===== config.mk =====
export PLATFORM = sky130hd
export DESIGN_NAME = video_multi_compositor
export DESIGN_NICKNAME = d
export VERILOG_FILES = /design/src/rtl/vmc_pkg.sv /design/src/rtl/vmc_delay_line.sv /design/src/rtl/video_multi_compositor.sv
export SDC_FILE = /design/constraint.sdc
export NUM_CORES = 1
export LEC_CHECK = 0
export CAP_MARGIN = 15
export CELL_PAD_IN_SITES_DETAIL_PLACEMENT = 0
export CELL_PAD_IN_SITES_GLOBAL_PLACEMENT = 1
export CORE_ASPECT_RATIO = 1.4
export CORE_MARGIN = 2
export CORE_UTILIZATION = 37
export DETAILED_ROUTE_END_ITERATION = 8
export PLACE_DENSITY_LB_ADDON = 0.2
export SETUP_SLACK_MARGIN = 0.4
export SYNTH_ARGS = -nofsm -noshare
export SYNTH_HDL_FRONTEND = slang
export SYNTH_HIERARCHICAL = 1
export SYNTH_SLANG_ARGS = --single-unit

===== constraint.sdc =====
create_clock -name video_clk -period 2.5 [get_ports video_clk]
set_input_delay 0.5 -clock video_clk [delete_from_list [all_inputs] [get_ports video_clk]]
set_output_delay 0.5 -clock video_clk [all_outputs]
set_load 0.02 [all_outputs]

===== src/rtl/vmc_pkg.sv =====
// Shared types and helpers for video_multi_compositor: layout modes, RGB565 colour-bar
// constants and the per-pixel region decode.
package vmc_pkg;

    typedef enum logic [1:0] {
        VMC_SINGLE = 2'd0,
        VMC_SPLIT  = 2'd1,
        VMC_QUAD   = 2'd2,
        VMC_PIP    = 2'd3
    } vmc_mode_e;

    localparam logic [15:0] VMC_WHITE   = 16'hFFFF;
    localparam logic [15:0] VMC_YELLOW  = 16'hFFE0;
    localparam logic [15:0] VMC_CYAN    = 16'h07FF;
    localparam logic [15:0] VMC_GREEN   = 16'h07E0;
    localparam logic [15:0] VMC_MAGENTA = 16'hF81F;
    localparam logic [15:0] VMC_RED     = 16'hF800;
    localparam logic [15:0] VMC_BLUE    = 16'h001F;
    localparam logic [15:0] VMC_BLACK   = 16'h0000;

    function automatic logic [15:0] vmc_bar(input logic [2:0] idx);
        case (idx)
            3'd0:    vmc_bar = VMC_WHITE;
            3'd1:    vmc_bar = VMC_YELLOW;
            3'd2:    vmc_bar = VMC_CYAN;
            3'd3:    vmc_bar = VMC_GREEN;
            3'd4:    vmc_bar = VMC_MAGENTA;
            3'd5:    vmc_bar = VMC_RED;
            3'd6:    vmc_bar = VMC_BLUE;
            default: vmc_bar = VMC_BLACK;
        endcase
    endfunction

    // Channel displayed at a pixel; right/bottom are half-screen flags, in_win is the PIP hit.
    function automatic logic [1:0] ch_of_xy(input vmc_mode_e mode, input logic [1:0] sel,
                                            input logic [1:0] win, input logic right,
                                            input logic bottom, input logic in_win);
        case (mode)
            VMC_SPLIT: ch_of_xy = {1'b0, right};
            VMC_QUAD:  ch_of_xy = {bottom, right};
            VMC_PIP:   ch_of_xy = in_win ? win : sel;
            default:   ch_of_xy = sel;
        endcase
    endfunction

endpackage


===== src/rtl/vmc_delay_line.sv =====
// Fixed-depth shift register used to align display timing and channel selection with
// the pixels returned by the frame buffers.
module vmc_delay_line #(
    parameter int W     = 1,
    parameter int DEPTH = 1
) (
    input  logic         video_clk,
    input  logic         rst_n,
    input  logic [W-1:0] i_d,
    output logic [W-1:0] o_q
);

    logic [W-1:0] r_sr [DEPTH];

    always_ff @(posedge video_clk or negedge rst_n) begin
        if (!rst_n) begin
            for (int i = 0; i < DEPTH; i++) r_sr[i] <= '0;
        end else begin
            r_sr[0] <= i_d;
            for (int i = 1; i < DEPTH; i++) r_sr[i] <= r_sr[i-1];
        end
    end

    assign o_q = r_sr[DEPTH-1];

endmodule


===== src/rtl/video_multi_compositor.sv =====
// Multi-channel output compositor: display timing tracking, per-channel read requests,
// return alignment and SINGLE/SPLIT/QUAD/PIP muxing. VMC_TEST_PATTERN_EN enables colour bars.
module video_multi_compositor
    import vmc_pkg::*;
#(
    parameter int CH_NUM = 4,
    parameter int H_ACT  = 1280,
    parameter int V_ACT  = 720,
    parameter int PIX_W  = 16,
    parameter int RD_LAT = 2,
    parameter int PIP_X0 = H_ACT / 2
) (
    input  logic                    video_clk,
    input  logic                    rst_n,
    input  logic                    video_vs,
    input  logic                    video_de,
    input  logic                    calib_done,
    input  logic [1:0]              mode,
    input  logic [1:0]              ch_sel,
    input  logic [CH_NUM-1:0]       ch_den,
    input  logic [CH_NUM*PIX_W-1:0] ch_data,
    output logic [CH_NUM-1:0]       ch_rd_de,
    output logic [CH_NUM-1:0]       ch_vs_n,
    output logic                    pix_de,
    output logic                    pix_vs,
    output logic [4:0]              pix_r,
    output logic [5:0]              pix_g,
    output logic [4:0]              pix_b,
    output logic [CH_NUM-1:0]       underflow
);

    localparam int XW = $clog2(H_ACT) + 2;
    localparam int YW = $clog2(V_ACT) + 2;
    localparam logic [2:0]    CH_LIM = 3'(CH_NUM);
    localparam logic [XW-1:0] X_HALF = XW'(H_ACT / 2);
    localparam logic [YW-1:0] Y_HALF = YW'(V_ACT / 2);
    localparam logic [XW-1:0] PIP_L  = XW'(PIP_X0);
    localparam logic [XW-1:0] PIP_R  = XW'(PIP_X0 + H_ACT / 2);

    logic            r_calib_meta, r_calib_sync;
    logic            r_de_q, r_vs_q, r_armed;
    logic [XW-1:0]   r_x;
    logic [YW-1:0]   r_y;
    vmc_mode_e       r_mode_q;
    logic [1:0]      r_sel_q;
    logic            w_vs_rise, w_de_fall;

    assign w_vs_rise = video_vs & ~r_vs_q;
    assign w_de_fall = ~video_de & r_de_q;

    // Stage p0: timing counters and frame-boundary latching of the layout controls
    always_ff @(posedge video_clk or negedge rst_n) begin
        if (!rst_n) begin
            r_calib_meta <= 1'b0;
            r_calib_sync <= 1'b0;
            r_de_q       <= 1'b0;
            r_vs_q       <= 1'b0;
            r_armed      <= 1'b0;
            r_x          <= '0;
            r_y          <= '0;
            r_mode_q     <= VMC_SINGLE;
            r_sel_q      <= 2'd0;
        end else begin
            r_calib_meta <= calib_done;
            r_calib_sync <= r_calib_meta;
            r_de_q       <= video_de;
            r_vs_q       <= video_vs;
            if (video_de)       r_x <= r_x + XW'(1);
            else if (w_de_fall) r_x <= '0;
            if (w_vs_rise)      r_y <= '0;
            else if (w_de_fall) r_y <= r_y + YW'(1);
            if (w_vs_rise) begin
                r_mode_q <= vmc_mode_e'(mode);
                r_sel_q  <= ({1'b0, ch_sel} >= CH_LIM) ? 2'd0 : ch_sel;
                r_armed  <= 1'b1;
            end
        end
    end

    logic [1:0]        w_win, w_disp_ch;
    logic              w_disp_ok, w_go, w_req_ok;
    logic [CH_NUM-1:0] w_req;

    assign w_win     = ({1'b0, r_sel_q} + 3'd1 >= CH_LIM) ? 2'd0 : r_sel_q + 2'd1;
    assign w_disp_ch = ch_of_xy(r_mode_q, r_sel_q, w_win, r_x >= X_HALF, r_y >= Y_HALF,
                                (r_x >= PIP_L) && (r_x < PIP_R) && (r_y < Y_HALF));
    assign w_disp_ok = {1'b0, w_disp_ch} < CH_LIM;
    assign w_go      = video_de & r_calib_sync & r_armed;
    assign w_req_ok  = w_go & w_disp_ok;

    // PIP keeps reading the background under the window so its line stride is unbroken
    always_comb begin
        w_req = '0;
        for (int k = 0; k < CH_NUM; k++) begin
            if (w_disp_ok && w_disp_ch == 2'(k)) w_req[k] = 1'b1;
            if (r_mode_q == VMC_PIP && r_sel_q == 2'(k)) w_req[k] = 1'b1;
        end
    end

    logic [PIX_W-1:0] w_sub;
    logic             w_de_d, w_vs_d, w_req_d;
    logic [1:0]       w_sel_d;

`ifdef VMC_TEST_PATTERN_EN
    localparam int DL_W = 8;
    logic [2:0]      w_bar, w_bar_d;
    logic [DL_W-1:0] w_dl_in, w_dl_out;
    assign w_bar   = 3'(r_x / XW'(H_ACT / 8));
    assign w_dl_in = {w_bar, video_vs, video_de, w_req_ok, w_disp_ch};
    assign {w_bar_d, w_vs_d, w_de_d, w_req_d, w_sel_d} = w_dl_out;
    assign w_sub   = PIX_W'(vmc_bar(w_bar_d));
`else
    localparam int DL_W = 5;
    logic [DL_W-1:0] w_dl_in, w_dl_out;
    assign w_dl_in = {video_vs, video_de, w_req_ok, w_disp_ch};
    assign {w_vs_d, w_de_d, w_req_d, w_sel_d} = w_dl_out;
    assign w_sub   = '0;
`endif

    // Stage p1..p(1+RD_LAT): align timing with the frame-buffer return latency
    vmc_delay_line #(.W(DL_W), .DEPTH(1 + RD_LAT)) u_align (
        .video_clk (video_clk),
        .rst_n     (rst_n),
        .i_d       (w_dl_in),
        .o_q       (w_dl_out)
    );

    logic             w_den_sel;
    logic [PIX_W-1:0] w_data_sel;

    always_comb begin
        w_den_sel  = 1'b0;
        w_data_sel = '0;
        for (int k = 0; k < CH_NUM; k++) begin
            if (w_sel_d == 2'(k)) begin
                w_den_sel  = ch_den[k];
                w_data_sel = ch_data[k*PIX_W +: PIX_W];
            end
        end
    end

    logic [CH_NUM-1:0] r_rd_de, r_vs_n, r_uf;
    logic              r_pix_de, r_pix_vs;
    logic [PIX_W-1:0]  r_pix;

    // Output stage: request registers and composited pixel
    always_ff @(posedge video_clk or negedge rst_n) begin
        if (!rst_n) begin
            r_rd_de  <= '0;
            r_vs_n   <= '1;
            r_uf     <= '0;
            r_pix_de <= 1'b0;
            r_pix_vs <= 1'b0;
            r_pix    <= '0;
        end else begin
            r_rd_de  <= w_go ? w_req : '0;
            r_vs_n   <= {CH_NUM{~video_vs}};
            r_pix_de <= w_de_d;
            r_pix_vs <= w_vs_d;
            if (!w_de_d)                 r_pix <= '0;
            else if (w_req_d && w_den_sel) r_pix <= w_data_sel;
            else                         r_pix <= w_sub;
            for (int k = 0; k < CH_NUM; k++) begin
                if (w_de_d && w_req_d && !w_den_sel && w_sel_d == 2'(k)) r_uf[k] <= 1'b1;
            end
        end
    end

    assign ch_rd_de  = r_rd_de;
    assign ch_vs_n   = r_vs_n;
    assign underflow = r_uf;
    assign pix_de    = r_pix_de;
    assign pix_vs    = r_pix_vs;
    assign pix_r     = r_pix[15:11];
    assign pix_g     = r_pix[10:5];
    assign pix_b     = r_pix[4:0];

endmodule


Word level (Yosys, flattened, before mapping)
Cells that the tools add are included.

cells by class
  bitwise operators = 7
  div/mod/pow operators = 0
  add/subtract/negate cells = 4
  reductions and logical operators = 19
  multiplexer cells = 26
  eq/ne operators = 12
  shift operators = 0
  multiply operators = 0
  order comparisons = 5

operators by type and width
  kind                                                                      count
  16-bit two-way mux                                                        6
  13-bit two-way mux                                                        2
  12-bit two-way mux                                                        2
  2-bit equality test (second input constant)                               8
  13-bit by 1-bit adder with 13-bit output (second input constant)          1
  13-bit by 10-bit >= comparator with 1-bit output (second input constant)  1
  1-bit logical AND                                                         13
  13-bit by 11-bit < comparator with 1-bit output (second input constant)   1
  12-bit by 1-bit adder with 12-bit output (second input constant)          1
  12-bit by 9-bit >= comparator with 1-bit output (second input constant)   1
  12-bit by 9-bit < comparator with 1-bit output (second input constant)    1
  1-bit two-way mux                                                         12
  2-bit by 1-bit equality test with 1-bit output (second input constant)    4
  2-bit zero test                                                           3
  2-bit one-hot mux with 3 select lines                                     1
  1-bit bitwise AND                                                         4
  2-bit two-way mux                                                         2
  4-bit two-way mux                                                         1
  2-bit nonzero test                                                        2
  2-bit by 1-bit adder with 3-bit output (second input constant)            1
  3-bit >= comparator (second input constant)                               1
  1-bit inverter                                                            3
  2-bit by 1-bit adder with 2-bit output (second input constant)            1
  1-bit zero test                                                           1

word-level totals
  bits in latches = 0
  memories = 0
  register bits after elaboration = 76
  memory bits (writable) = 0
  bits of input ports = 77
  ROM bits = 0

Longest topological paths before layout
  word-level depth = 9
  gate-level depth with buffers = 7
  depth with buffers taken out = 6

Hierarchy
Netlist, hierarchy kept.

modules (own cells, without submodules)
  module                  times used  seq. area each (sq um)  area an instance (sq um)  cells an instance
  video_multi_compositor  1           1527.7                  3115.5                    273
  vmc_delay_line          1           375.4                   412.9                     20

Worst setup path before layout
No wires, ideal clock.

  path type = input-to-reg
  start point = input video_de
  end point = register r_y[10]
  arrival time = 1.700 ns
  required time = 2.422 ns
  cell stages on the path = 5
  path slack = 0.722 ns
  cell sequence = buf_2 > nor2b_1 > o2111ai_1 > or3_1 > a21oi_1

on the way
  cells in the longest elaborated chain, start to end = 3

ends and longest elaborated chain
  element                              RTL line                      source
  from (decl)                          video_multi_compositor.sv:16  input logic video_de,
  1-bit inverter                       video_multi_compositor.sv:49  assign w_de_fall = ~video_de & r_de_q;
  1-bit bitwise AND                    video_multi_compositor.sv:49
  2-bit nonzero test (no source line)  n/a
  to (signal assigned)                 video_multi_compositor.sv:71  else if (w_de_fall) r_y <= r_y + YW'(1);
  to (decl)                            video_multi_compositor.sv:43  logic [YW-1:0] r_y;

No other way between the ends.
A chain may end at the register's enable or synchronous reset.

Worst setup path in the final report
  start point = register, netlist name ch_vs_n[0]
  end point = output ch_vs_n[2]

RTL lines
  element    RTL line                      source
  to (decl)  video_multi_compositor.sv:23  output logic [CH_NUM-1:0] ch_vs_n,

No word-level cell between the ends.

==> Implementation_results.wiki <==
{| class="wikitable"
! Metric !! Value
|-
| Outcome || complete, no violations
|-
| Most used flip-flop cell after synthesis || sky130_fd_sc_hd__dfrtp_1
|-
| Max-capacitance violation count || 0
|-
| Syn_area_per_cell || 12.04 um^2
|-
| Fraction of layout instances using a drive strength above 1 || 13.48%
|-
| Post-route setup slack || 0.5218 ns
|-
| Power density over cell area || 687.5 nW/um^2
|-
| Final number of max-transition violations || 0
|-
| Kind of end point of the critical path || output port
|-
| I/O pin count || 107
|-
| Final period util || 79.13%
|-
| Stage delay of the slowest cell on the critical path || 0.61 ns
|-
| H-tree depth || 3
|-
| Diodes inserted || 0
|-
| Actual slew at the worst max-slew pin || 0.5893 ns
|-
| Final clock skew || 0.006365 ns
|-
| CP Launch Type || flip-flop
|-
| Leading cell type in the layout, fill and taps excluded || sky130_fd_sc_hd__clkdlybuf4s50_1
|-
| Reported leakage power || 2.144 nW
|-
| Async set-or-reset flop fraction in the synthesized netlist || 100.0%
|-
| NumNets Final || 489
|-
| Count of port buffers added during placement || 106
|-
| Die width || 86.53 um
|-
| Worst path slowest cell || sky130_fd_sc_hd__clkdlybuf4s50_1
|-
| Worst slew slack as a fraction of its limit || 60.71%
|-
| Number of enable-type register cells in the synthesized netlist || 0
|-
| Most frequent cells in the layout || sky130_fd_sc_hd__clkdlybuf4s50_1 (105), sky130_fd_sc_hd__dfrtp_1 (75), sky130_fd_sc_hd__nand2_1 (23)
|-
| Minimum clock period after layout || 1.978 ns
|-
| Initial antenna violation count || 0
|-
| Initial cell density of the core || 37.72%
|-
| Combinational share of power || 16.8%
|-
| Critical Path, Cell by Cell || clkdlybuf4s50_1
|-
| Sum of buffers and inverters on the critical path || 1
|-
| FP Rows || 42
|-
| Hold slack || 0.1675 ns
|-
| Worst-path maximum fanout || 4
|-
| Die Ht || 119.5 um
|-
| Tot GR Track Use || 16.29%
|-
| Netlist Area Pre-Place || 3528 um^2
|-
| Sum of net half-perimeters after detailed placement || 5905 um
|-
| Largest area contributor in the netlist || sky130_fd_sc_hd__dfrtp_1
|-
| Clock latency of the later-clocked register in the worst-skew pair || 0.33 ns
|-
| Part of the Yosys area used for sequential elements || 53.94%
|-
| Internal power component || 2.697 mW
|-
| First-pass GRT wire length || 13140 um
|-
| Synthesized Nets || 379
|-
| WS Path Type || reg -> out
|-
| Number of buffers added to fix hold violations after cts || 0
|-
| Grt ovf || 0
|-
| Detailed Routing Iterations Pass 1 || 5
|-
| Number of distinct standard cells referenced by the synthesized netlist || 47
|-
| Clock Pin Slew Worst Setup and Hold Paths || 0.06 ns
|-
| Total Negative Setup Slacks || 0 ns
|-
| Vias per cell || 5.178
|-
| Clock network power share || 43.1%
|-
| Antenna violation net count after detailed routing || 0
|-
| Number of buffers on the longest clock path || 2
|-
| Worst-case vdd ir drop || 0.3763 mV
|-
| Largest net degree at the start of global routing || 45
|-
| Sequential power share || 40.1%
|-
| Switching power as a share of total power || 22.52%
|-
| Highest achievable clock rate || 505.5 MHz
|-
| Number of buffers created by CTS || 9
|-
| Proportion of netlist area held by the largest area contributor || 53.19%
|-
| Final estimated routing congestion in global placement || 0.7746
|-
| Switching power || 0.7837 mW
|-
| Via count of the first global-routing pass || 2688
|-
| Tightest Hold Check Type || in -> async
|-
| Average wire per standard cell || 15.33 um
|-
| Worst setup slack after placement || 0.2632 ns
|-
| Setup repair after global routing missed its margin || no
|-
| Required arrival time at the worst endpoint || 2.00 ns
|-
| Arrival time reported for the critical path endpoint || 1.48 ns
|-
| Gate count of the mapped netlist || 293
|-
| CP delay by family, top || buffers and inverters
|-
| Setup-failing EPs final || 0
|-
| # DRC || 0
|-
| Hold Vio Cnt, Final || 0
|-
| Layout overhead on the synthesized area || 43.48%
|-
| Die Footprint || 10340 um^2
|-
| Final WL || 7943 um
|-
| Most area-consuming cells after synthesis || sky130_fd_sc_hd__dfrtp_1 (53%), sky130_fd_sc_hd__mux4_2 (11%), sky130_fd_sc_hd__nor2b_1 (3.4%), sky130_fd_sc_hd__ha_1 (3.2%), sky130_fd_sc_hd__nand2_1 (2.4%)
|-
| CTS tree || done
|-
| Clock Tree Root || sky130_fd_sc_hd__clkbuf_16
|-
| Core region area || 9354 um^2
|-
| # fillers || 815
|-
| Number of warnings issued by yosys || 6
|-
| Via count || 2682
|-
| Initial drt markers || 114
|-
| Count of clock tree sinks || 76
|-
| FF+latch count, synth || 76
|}
-- flip-flops by register name, summed over array words and instances (netlist names), 2 cells and up --
register	flops
r_pix	16
r_x	13
r_y	12
u_align/r_sr	10
u_align/o_q	5
ch_rd_de	4
underflow	4
r_mode_q	2
r_sel_q	2
-- cell type report --
| type | count | area [um^2] | area share [%] |
|---|---|---|---|
| Clock buffer | 12 | 256.5 | 5.067 |
| Clock inverter | 4 | 95.09 | 1.878 |
| Inverter | 14 | 52.55 | 1.038 |
| Multi-Input combinational cell | 185 | 1476 | 29.16 |
| Sequential cell | 76 | 1903 | 37.59 |
| Tap cell | 110 | 137.6 | 2.719 |
| Timing Repair Buffer | 117 | 1141 | 22.54 |
-- final timing paths --
check / from / endpoint / slack [ns] / depth (start not counted)
setup / recovery: ch_vs_n[0]$_DFF_PN1_ / ch_vs_n[2] / 0.52 / 1
hold / removal: rst_n / r_pix[10]$_DFF_PN0_ / 0.17 / 1
setup reg to reg: r_sel_q[0]$_DFFE_PN0P_ / ch_rd_de[0]$_DFF_PN0_ / 0.57 / 6
hold reg to reg: u_align/o_q[4]$_DFF_PN0_ / pix_vs$_DFF_PN0_ / 0.34 / 0
max in group asynchronous: rst_n / u_align/r_sr[13]$_DFF_PN0_ / 1.67 / 2
min in group video_clk: u_align/o_q[4]$_DFF_PN0_ / pix_vs$_DFF_PN0_ / 0.34 / 0
-- synthesized netlist by cell type (5+ instances only) --
cell,count
sky130_fd_sc_hd__a21oi_1,7
sky130_fd_sc_hd__and3_1,6
sky130_fd_sc_hd__buf_4,8
sky130_fd_sc_hd__clkbuf_1,6
sky130_fd_sc_hd__dfrtp_1,75
sky130_fd_sc_hd__ha_1,9
sky130_fd_sc_hd__inv_1,14
sky130_fd_sc_hd__mux4_2,17
sky130_fd_sc_hd__nand2_1,23
sky130_fd_sc_hd__nand2b_1,6
sky130_fd_sc_hd__nand3_1,14
sky130_fd_sc_hd__nand4_1,5
sky130_fd_sc_hd__nor2_1,10
sky130_fd_sc_hd__nor2b_1,19
sky130_fd_sc_hd__o211ai_1,6
sky130_fd_sc_hd__o21ai_0,13
sky130_fd_sc_hd__o31ai_1,8
-- power groups by stage --
stage                     logic (mW)  registers [mW]  clock network, mW
after global routing           0.637            1.41               1.59
final                          0.585            1.40               1.50
after global placement         0.587            1.42                  0
after detailed placement       0.590            1.42                  0
after CTS                      0.594            1.40               1.53
after floorplan                0.298            1.43                  0
-- cells by family (layout without fill, tap and decap cells) --
group           count (synthesis)  count (layout)  share of synthesized area (%)
fa+ha+maj                       9               9                          3.192
xor+xnor                        6               6                          1.489
buf+inv                        32             147                          4.361
mux                            19              19                          11.45
flops                          76              76                          53.94
simple gates                  100             100                          15.39
compound gates                 51              51                          10.18
-- routing by layer --
metal,share of wire [%],track usage (%)
met2,48,26.97
met1,42,19.43
met4,2.4,8.496
met3,7.9,3.851
met5,0,0
-- stage by stage --
step | cell area (um^2) | utilization, % | power, mW | instances
final | 5062 | 54.12 | 3.480 | 518
after global routing | 5062 | 54.12 | 3.643 | 518
after CTS | 5057 | 54.07 | 3.527 | 518
after detailed placement | 4706 | 50.31 | 2.009 | 502
after global placement | 4706 | 50.31 | 2.005 | 502
after floorplan | 3528 | - | 1.725 | 293
-- repair_timing --
item | in CTS | in global routing
setup buffers | 0 | 0
endpoints found under the setup margin | 0 | 2
endpoints found under the hold margin | 0 | 0
resized for setup | 0 | 1
Note: power is estimated with default switching activity, not from simulation.
